<file path="config.mk">
export PLATFORM = sky130hd
export DESIGN_NAME = cb_arb
export DESIGN_NICKNAME = d
export VERILOG_FILES = /design/src/rtl/cb_arb_pkg.sv /design/src/rtl/cb_rrarb.sv /design/src/rtl/cb_arb.sv
export SDC_FILE = /design/constraint.sdc
export NUM_CORES = 1
export LEC_CHECK = 0
export CORE_MARGIN = 2
export CORE_UTILIZATION = 30
export CTS_BUF_LIST = sky130_fd_sc_hd__clkbuf_4
export DETAILED_ROUTE_END_ITERATION = 6
export PLACE_DENSITY = 0.65
export SLEW_MARGIN = 10
export SYNTH_ARGS = -nofsm -noshare
export SYNTH_HDL_FRONTEND = slang
export SYNTH_HIERARCHICAL = 1
export SYNTH_SLANG_ARGS = --single-unit
</file>
<file path="constraint.sdc">
create_clock -name clk -period 1.84 [get_ports clk]
set_input_delay 0.184 -clock clk [delete_from_list [all_inputs] [get_ports clk]]
set_output_delay 0.184 -clock clk [all_outputs]
set_load 0.005 [all_outputs]
</file>
<file path="src/rtl/cb_arb_pkg.sv">
// Shared header for the crossbar arbiter: port count, pointer width and FSM encoding.
// PORT is the highest port index (ports 0..PORT); PKTW is the packet-length width.
`ifndef PORT
`define PORT 3
`endif
`ifndef PKTW
`define PKTW 8
`endif

package cb_arb_pkg;
   localparam int NPORT = `PORT + 1;
   localparam int PTRW  = (NPORT > 1) ? $clog2(NPORT) : 1;

   typedef enum logic {
      ARB_IDLE = 1'b0,
      ARB_BUSY = 1'b1
   } arb_state_e;

   // Keep only the lowest set bit so an input can never claim two outputs.
   function automatic logic [NPORT-1:0] lowest_bit(input logic [NPORT-1:0] v);
      return v & (~v + NPORT'(1));
   endfunction
endpackage

</file>
<file path="src/rtl/cb_rrarb.sv">
// Round-robin arbiter for one crossbar output: holds a grant until tail flit
// or request drop, then idles one cycle before re-arbitrating.
//
// state    | meaning
// ARB_IDLE | no owner; grant the first requester at or after ptr_q
// ARB_BUSY | sel_q holds the owner one-hot until tail or request drop

module cb_rrarb
   import cb_arb_pkg::*;
#(
   parameter int RST_PTR = 0
) (
   input  logic             clk,
   input  logic             rst_,
   input  logic [NPORT-1:0] req_i,
   input  logic [NPORT-1:0] vld_i,
   input  logic [NPORT-1:0] last_i,
   output logic [NPORT-1:0] sel_o
);

   arb_state_e       state_q;
   logic [NPORT-1:0] sel_q;
   logic [PTRW-1:0]  ptr_q;
   logic [PTRW-1:0]  pick;
   logic             pick_vld;
   logic             rel;

   // Scan from the highest offset down so the nearest requester to ptr_q wins.
   always_comb begin
      pick     = ptr_q;
      pick_vld = 1'b0;
      for (int k = NPORT - 1; k >= 0; k--) begin
         if (req_i[(int'(ptr_q) + k) % NPORT]) begin
            pick     = PTRW'((int'(ptr_q) + k) % NPORT);
            pick_vld = 1'b1;
         end
      end
   end

   assign rel = (|(sel_q & ~req_i)) | (|(sel_q & vld_i & last_i));

   always_ff @(posedge clk) begin
      if (!rst_) begin
         state_q <= ARB_IDLE;
         sel_q   <= '0;
         ptr_q   <= PTRW'(RST_PTR);
      end else begin
         case (state_q)
            ARB_IDLE: begin
               if (pick_vld) begin
                  sel_q   <= NPORT'(1) << pick;
                  ptr_q   <= PTRW'((int'(pick) + 1) % NPORT);
                  state_q <= ARB_BUSY;
               end
            end
            ARB_BUSY: begin
               if (rel) begin
                  sel_q   <= '0;
                  state_q <= ARB_IDLE;
               end
            end
         endcase
      end
   end

   assign sel_o = sel_q;

endmodule

</file>
<file path="src/rtl/cb_arb.sv">
// 4x4 crossbar arbiter: masks each input's request to one destination,
// transposes requests per output and runs one round-robin arbiter per output.

module cb_arb
   import cb_arb_pkg::*;
(
   input  logic             clk,
   input  logic             rst_,
   input  logic [NPORT-1:0] req0,
   input  logic [NPORT-1:0] req1,
   input  logic [NPORT-1:0] req2,
   input  logic [NPORT-1:0] req3,
   input  logic             vld0,
   input  logic             vld1,
   input  logic             vld2,
   input  logic             vld3,
   input  logic             last0,
   input  logic             last1,
   input  logic             last2,
   input  logic             last3,
   output logic [NPORT-1:0] d0,
   output logic [NPORT-1:0] d1,
   output logic [NPORT-1:0] d2,
   output logic [NPORT-1:0] d3,
   output logic             gnt0,
   output logic             gnt1,
   output logic             gnt2,
   output logic             gnt3
);

   logic [NPORT-1:0] req_m [NPORT];
   logic [NPORT-1:0] col   [NPORT];
   logic [NPORT-1:0] sel   [NPORT];
   logic [NPORT-1:0] vld_v;
   logic [NPORT-1:0] last_v;
   logic [NPORT-1:0] gnt_v;

   assign req_m[0] = lowest_bit(req0);
   assign req_m[1] = lowest_bit(req1);
   assign req_m[2] = lowest_bit(req2);
   assign req_m[3] = lowest_bit(req3);
   assign vld_v    = {vld3, vld2, vld1, vld0};
   assign last_v   = {last3, last2, last1, last0};

   // col[j][i]: input i wants output j.
   always_comb begin
      for (int j = 0; j < NPORT; j++) begin
         col[j] = '0;
         for (int i = 0; i < NPORT; i++) col[j][i] = req_m[i][j];
      end
   end

   for (genvar j = 0; j < NPORT; j++) begin : g_out
      cb_rrarb #(.RST_PTR(j)) u_rrarb (
         .clk    (clk),
         .rst_   (rst_),
         .req_i  (col[j]),
         .vld_i  (vld_v),
         .last_i (last_v),
         .sel_o  (sel[j])
      );
   end

   // Grants are an OR of registered selects, so they track d0..d3 exactly.
   always_comb begin
      gnt_v = '0;
      for (int j = 0; j < NPORT; j++) gnt_v = gnt_v | sel[j];
   end

   assign d0   = sel[0];
   assign d1   = sel[1];
   assign d2   = sel[2];
   assign d3   = sel[3];
   assign gnt0 = gnt_v[0];
   assign gnt1 = gnt_v[1];
   assign gnt2 = gnt_v[2];
   assign gnt3 = gnt_v[3];

endmodule

</file>
Word level (Yosys, flattened, before mapping):

Index checks and enable logic that the tools add are counted.

* input bits: 26
* output and inout bits: 20
* flip-flop bits (word level): 28
* word-level logic and storage cells: 235

* muxes and demuxes: 100
* shifts and indexed selects: 4
* equality and inequality tests: 8
* bitwise operators: 47
* $lt $le $gt $ge: 16
* add/subtract/negate cells: 20
* reductions and logical operators: 28

Operators by type and width (number)
* 4-bit AND: 16
* 1-bit two-way mux: 52
* 3-bit by 4-bit less-than comparator with 1-bit output, second input constant: 12
* 1-bit binary-select mux with 2-bit select: 16
* 2-bit two-way mux: 16
* 4-bit two-way mux: 8
* 4-bit inverter: 8
* 4-bit case mux with 2 select lines: 4
* 4-bit OR reduction: 8
* 2-bit OR reduction: 12
* 2-bit by 1-bit adder with 2-bit output, second input constant: 8
* 2-bit adder, second input constant: 8
* 4-bit by 1-bit adder with 4-bit output, second input constant: 4
* 2-bit AND reduction: 8
* 1-bit by 2-bit << shifter with 4-bit output, first input constant: 4
* 1-bit AND, first input constant: 12
* 2-bit by 3-bit less-than comparator with 1-bit output, second input constant: 4
* 4-bit OR: 3
* 2-bit by 1-bit inequality test with 1-bit output, second input constant: 4
* 2-bit inequality test, second input constant: 4
* 1-bit case mux with 2 select lines: 4
* 1-bit inverter: 4
* 1-bit OR: 4

Longest topological paths before layout:

Gate-level depths: netlist (run 1).

* depth after elaboration: 13
* gate-level depth with buffers: 7
* mapped depth without buffers: 6

Modules after synthesis:

The synthesis (run 1) kept the hierarchy.

Modules (own cells, without submodules)
* cb_rrarb at g_out[3].u_rrarb: seq. area each 140.1 µm², times used 1, cells an instance 49, area each 417.9 µm²
* cb_rrarb at g_out[2].u_rrarb: seq. area each 140.1 µm², times used 1, cells an instance 48, area each 415.4 µm²
* cb_rrarb at g_out[1].u_rrarb: seq. area each 140.1 µm², times used 1, cells an instance 49, area each 409.1 µm²
* cb_rrarb at g_out[0].u_rrarb: seq. area each 140.1 µm², times used 1, cells an instance 47, area each 407.9 µm²
* cb_arb: seq. area each 0.0 µm², times used 1, cells an instance 16, area each 120.1 µm²

Least setup slack after synthesis (run 1):

OpenSTA, ideal clock, no wires.

* kind: input port to flip-flop
* start point: input port req1[0]
* end point: register g_out[3].u_rrarb.sel_q[2]
* path buffers: 0
* library setup time: 0.117 ns
* cell stages on the path: 5
* setup slack: -0.159 ns
* data arrival time: 1.882 ns
* required time: 1.723 ns
* path through: nor4b_1 o22ai_1 a222oi_1 inv_1 a22o_1

* longest elaborated chain between the ends: 13
* elaborated cells on any way between the ends: 32
* classes of those cells: 1 x add/sub; 2 x eq/ne; 1 x shift; 21 x mux; 5 x bitwise; 2 x reduce/logical

Ends and longest elaborated chain
* start, declared: line cb_arb.sv:10 `input logic [NPORT-1:0] req1,`
* 4-bit inverter (*): line cb_arb_pkg.sv:21 `return v & (~v + NPORT'(1));`
* 4-bit by 1-bit adder with 4-bit output (*): line cb_arb_pkg.sv:21
* 4-bit AND (*): line cb_arb_pkg.sv:21
* 1-bit binary-select mux with 2-bit select: line cb_rrarb.sv:33 `if (req_i[(int'(ptr_q) + k) % NPORT]) begin`
* 1-bit two-way mux (not written as such) (2 in a row): line cb_rrarb.sv:33
* 2-bit two-way mux (4 in a row): line cb_rrarb.sv:33
* 1-bit by 2-bit << shifter with 4-bit output: line cb_rrarb.sv:51 `sel_q <= NPORT'(1) << pick;`
* 4-bit two-way mux: line cb_rrarb.sv:50 `if (pick_vld) begin`
* 4-bit case mux with 2 select lines: line cb_rrarb.sv:48 `case (state_q)`
* end signal, assigned: line cb_rrarb.sv:51
* end, declared: line cb_rrarb.sv:22 `logic [NPORT-1:0] sel_q;`

Every way passes the cells marked *; elsewhere a longest branch is shown, timed or not. The select of a mux whose other input is x is not followed.
A chain may end at the register's enable or synchronous reset.

Worst setup path in the final report (run 1):

* start point: register g_out[1].u_rrarb.sel_q[2]
* end point: output port gnt2

* longest elaborated chain between the ends: 3

Ends and longest elaborated chain
* start, declared: line cb_rrarb.sv:22
* start signal, assigned: line cb_rrarb.sv:51
* 4-bit OR (3 in a row): line cb_arb.sv:67 `for (int j = 0; j < NPORT; j++) gnt_v = gnt_v | sel[j];`
* end, declared: line cb_arb.sv:27 `output logic gnt2,`

Every way passes these cells.

==> metrics, run 1 <==
Top delay family on crit path=simple AND/OR/NAND/NOR gates; initial DRC count=roughly 120; Core ar.=5608 sq um; Post-synth EDFFs=0; Ports=46; Synth Instances=around 210; CTS H-tree depth=1; Worst VDD drop=0.0003185 V; Worst-Margin Slew=approximately 420 ps; Final Max Tran Viols=0; Rows=27; synthesized flop and latch total=28; Data arrival, critical path=between 1500 and 2000 ps; Placer Congestion=around 0.88; Max Root-Sink Buffers=2; crit end category=primary output; clk_skew=between 2 and 2.5 ps; Mapped Area=~1800 sq um; Period minus WS final=about 1800 ps; predominant post-synthesis flop cell=dfxtp_1; via count=1957; Num CTS Buffers=3; ANT cells=0; area delta synth->final=58.45%; Max stage delay on crit path=~570 ps; Port-buffer cells=between 40 and 50; DRT Pass-1 Iters=4; Routed WL=about 5600 um; global-route wire length before repair=9190 um; Req. time, crit path=1660 ps; outcome=complete, no violations; WS Path Type=flop to primary output; Min Hold Slack=520.1 ps; leak pwr=approximately 1.2 nW; share of cells above drive strength 1=around 29%; Multi-input gate area=1186 sq um; Mapped Avg Cell Area=~8.5 sq um; post-synthesis compound-gate area fraction=~39%; die area=between 6000 and 7000 sq um; Simple-Gate Fraction of Synth Area=a little over a fifth; Worst-path clk slew=~160 ps; Setup violations, final=0; Rel. slew slack=between 70 and 80%; FMAX=around 570 MHz; Initial Util=31.57%; clk root buf=clkbuf_4; cts hold-fix bufs=0; Power Density=678.1 nW/um^2; Final Hold Viols=0; area share of fa/ha/maj cells after synthesis=0%; critical-path cell list=or4_1 -> dlygate4sd2_1; largest family of logic cells by synthesized area=compound AO/OA/AOI/OAI gates; CTS tree=built; register area=~580 sq um; Hold Crit Class=flop to flop; synth top area cells=dfxtp_1 (32%), a21bo_2 (7.9%), nor2b_1 (6.4%); Yosys cell types=39; post-route ant nets=0; Synth Area in XOR/XNOR=around 2.0%; MaxCap Viol Count=0; top-area cell type share of the netlist area=31.66%; Worst Setup Start Kind=flop; Fillers=550; Vert. Die Dim=about 81 um; Max FO, Critical Path=4; total number of clock tree sinks=28; Vias/cell=approximately 5.2; clock latency at the later pin of the worst-skew pair=330 ps; Mapped Nets=approximately 240; WL per Instance=14.94 um; area leader, netlist=dfxtp_1; largest net degree at the start of global routing=17; Die Width=between 80 and 90 um; number of global-route vias before repair=roughly 1900; GRT overflow=0; top-count cell post-synth=dfxtp_1; Post-synth ARST share=0%; top post-synthesis cells by count=dfxtp_1 (28), inv_1 (20), nor2b_1 (18); Crit-path slowest cell=or4_1; YS warnings=6; Global Route Usage Sum=between 10% and 20%; multiplexer share of the synthesized area=0.6360%; crit path buf inv count=1; DPL Wire Length=4443 um; Final Net Count=330; Power Total=between 1.5 and 2 mW; DRC=0; fin crit share=between 90% and 100%; post-synthesis sequential area ratio=a little under a third; initial antenna violation count=0
==> final timing paths <==
check / from / to / slack (ps) / depth (start not counted)
worst max-delay path: g_out[1].u_rrarb/sel_o[2] / gnt2 / 80 / 2
worst max register to register: g_out[2].u_rrarb/ptr_q[1] / g_out[2].u_rrarb/ptr_q[1] / 270 / 5
worst min-delay path: g_out[2].u_rrarb/sel_o[2] / g_out[2].u_rrarb/sel_o[2] / 520 / 1
worst min register to register: g_out[2].u_rrarb/sel_o[2] / g_out[2].u_rrarb/sel_o[2] / 520 / 1
==> logic make-up (layout without fill, tap and decap cells) <==
group	after synthesis	after routing
mux	1	1
simple gates	66	66
buf+inv	22	116
compound gates	88	88
xor+xnor	4	4
flops	28	28
==> flip-flops by register name, indices dropped and copies added, names as in the netlist <==
name                   flops
g_out.u_rrarb/ptr_q        8
g_out.u_rrarb/sel_o       16
g_out.u_rrarb/state_q      4
==> layer usage <==
layer | GRT usage (%) | wire (um) | up-vias
met1 | 24.88 | 2709 | 913
met3 | 2.000 | 311 | 2
met2 | 30.25 | 2559 | 48
li1 | - | - | 994
met5 | 0 | 0 | -
met4 | 3.559 | 21 | 0
==> cells in the final DEF (no fill, tap or decap), types with 3 or more instances in the layout <==
cell type,count
a21bo_2,14
a21boi_0,4
a21oi_1,16
a222oi_1,7
a22o_1,6
a22o_2,4
buf_4,46
clkbuf_4,3
clkdlybuf4s50_1,30
dfxtp_1,24
dfxtp_4,4
dlygate4sd2_1,3
dlymetal6s2s_1,12
inv_1,20
nand2_1,7
nand3_1,3
nor2_1,12
nor2b_1,16
nor3b_1,3
nor3b_2,3
nor4_1,5
nor4b_2,3
o21ai_0,6
o22ai_1,11
o2bb2ai_1,6
or4_1,4
xnor2_1,3
==> final cells by class <==
type	count	area share, %
Clock inverter	1	1.070
Inverter	21	2.810
Timing Repair Buffer	91	29.30
Tap cell	72	3.211
Clock buffer	3	0.8029
Multi-Input combinational cell	159	42.28
Sequential cell	28	20.52
==> repair_timing <==
action | 4_1_cts | 5_1_grt
pin swaps | 2 | 9
setup endpoints to repair | 13 | 19
resized for setup | 12 | 19
endpoints found under the hold margin | 0 | 0
setup buffers | 1 | 2
==> through the flow <==
step / worst slack (ps) / instances / area [sq um] / utilization [%] / setup TNS, ps
after detailed placement: -419.8 / 368 / 2651 / 47.28 / -7164
after global routing: -20.61 / 375 / 2805 / 50.02 / -37.95
after global placement: -433.6 / 368 / 2651 / 47.28 / -7257
after CTS: -89.33 / 373 / 2725 / 48.59 / -89.33
after floorplan: 33.26 / 209 / 1795 / - / 0
final: 80.71 / 375 / 2805 / 50.02 / 0
==> where the power goes <==
part           switching (mW)  total, mW  internal [mW]
clock                   0.189      0.409          0.220
combinational           0.318      0.737          0.419
sequential             0.0801      0.756          0.676
total                   0.587       1.90           1.32
Power figures use the tool's default switching activity.
==> inputs of run 2 (changes only) <==
Settings changed: PLACE_DENSITY 0.65 to 0.63.
Clock period 1.84 ns to 1.9 ns, I/O delays scaled along.
==> run 2 against run 1 <==
  * Via count grew 1.9%
  * Sequential power shrank 2.6%
  * Global-route usage shrank 0.37 points
  * Flip-flop and latch count is the same
  * Largest power group unchanged
  * Worst setup slack lost 12 ps
  * Combinational power shrank 4.2%
  * Clock-buffer cell count is the same
==> metrics, run 2 (synthesis results as in run 1) <==
RSZ-0062 raised after global routing=yes; Rows=27; Setup WS pre-CTS=-453.5 ps; Fillers=557; Power Internal=approximately 1.3 mW; most common library cell in the layout ignoring fill and taps=buf_4; Psw=0.5865 mW; sequential share of power=39.7%; WS Path Type=primary input to flop; Min Hold Slack=just over 500 ps; clk root buf=clkbuf_4; final instance area=about 2700 sq um; area delta synth->final=55.05%; Die Width=around 80 um; FMAX=between 500 and 600 MHz; WL per Instance=between 15 and 20 um; Period minus WS final=1831 ps; Vias/cell=5.407; crit end category=flop; DRT Pass-1 Iters=5; initial DRC count=120; die area=6532 sq um; Net Sw Frac=around a third; outcome=complete, no violations; ANT cells=0; CTS H-tree depth=1; Initial Util=between 30% and 40%; launch point of the worst hold path=rst_; crit path from=req3[0]; Worst Setup Start Kind=primary input; Ports=46; MaxCap Viol Count=0; clk_skew=6.965 ps; number of global-route vias before repair=about 1900; highest-count cells in the layout ignoring fill and taps=buf_4 (40), clkdlybuf4s50_1 (36), dfxtp_1 (23), inv_1 (20), a21oi_1 (16); Num CTS Buffers=3; Hold Crit Class=primary input to flop; Final Hold Viols=0; Power Total=around 1.9 mW; clock latency at the later pin of the worst-skew pair=between 300 and 400 ps; initial antenna violation count=0; Max Root-Sink Buffers=2; Global Route Usage Sum=approximately 18%; Routed WL=5702 um; Core ar.=~5600 sq um; Data arrival, critical path=about 2100 ps; Power Density=675.7 nW/um^2; Worst VDD drop=slightly below 0.0003 V; global-route wire length before repair=8914 um; DPL Wire Length=4322 um; Placer Congestion=0.7822; total number of clock tree sinks=28; combinational share of power=38.1%; post-route ant nets=0; DRC=0; Final Net Count=about 320; via count=1995; Largest register FFs=16; Max FO, Critical Path=4; Worst-Margin Slew=between 400 and 500 ps; Clk pwr share=around 22%; fin crit share=96.39%; Req. time, crit path=2210 ps; post-route setup slack=~69 ps; Rel. slew slack=70.85%; largest net degree at the start of global routing=22; Port-buffer cells=45; Vert. Die Dim=slightly above 80 um; Cell Area, Placed=2609 sq um; Final Max Tran Viols=0; CTS tree=built; leak pwr=between 1 and 1.5 nW; GRT overflow=0; share of cells above drive strength 1=around 28%; Worst-path clk slew=between 150 and 200 ps; Worst R2R Start=g_out[3].u_rrarb/ptr_q[1]; Setup violations, final=0
[run 2: critical path, cell delays in order]
cell and delay (ps):
clkdlybuf4s50_1 450, buf_4 160, nor3b_2 220, a21bo_2 260, a222oi_1 350, a21oi_1 140
nor2b_2 210, a22o_1 160
[run 2: power by group through the flow]
stage / logic [mW] / clock network [mW] / registers, mW
finish: 0.706 / 0.413 / 0.736
global route: 0.777 / 0.442 / 0.746
CTS: 0.698 / 0.421 / 0.734
detailed placement: 0.699 / 0 / 0.745
global placement: 0.694 / 0 / 0.744
floorplan: 0.347 / 0 / 0.722
[run 2: final timing paths]
kind	end	slack (ps)	cells past startpoint
min	g_out[0].u_rrarb/ptr_q[0]	500	3
min reg2reg	g_out[0].u_rrarb/sel_o[3]	510	1
max	g_out[2].u_rrarb/sel_o[1]	70	8
max reg2reg	g_out[3].u_rrarb/sel_o[1]	400	5
[run 2: cell type report]
cell class              instances  area (sq um)  share of cell area (%)
clock inverters                 1         30.03                   1.094
flip-flops and latches         28         574.3                   20.92
inverters                      21         78.83                   2.871
well taps                      72         90.09                   3.282
clock buffers                   3         22.52                  0.8204
multi-input cells             159          1187                   43.25
repair buffers                 85         762.0                   27.76
[run 2: metrics by stage]
stage	utilization (%)	cells	TNS [ps]
5_1_grt	48.95	369	-60.67
4_1_cts	47.90	368	-23.81
3_5_place_dp	46.52	364	-7021
2_1_floorplan	-	209	0
6_report	48.95	369	0
3_3_place_gp	46.52	364	-6596
[run 2: timing repair]
action	4_1_cts	5_1_grt
setup buffers	0	1
hold buffers	0	0
gates resized for setup	15	14
endpoints found under the setup margin	14	13
pin swaps	1	8
[run 2: metal layers]
metal | vias to the layer above | track usage [%] | part of all wire (%)
li1 | 990 | - | -
met1 | 948 | 23.88 | 49
met2 | 52 | 29.26 | 45
met3 | 5 | 1.889 | 4.2
met4 | 0 | 5.593 | 1.1
met5 | - | 0 | 0
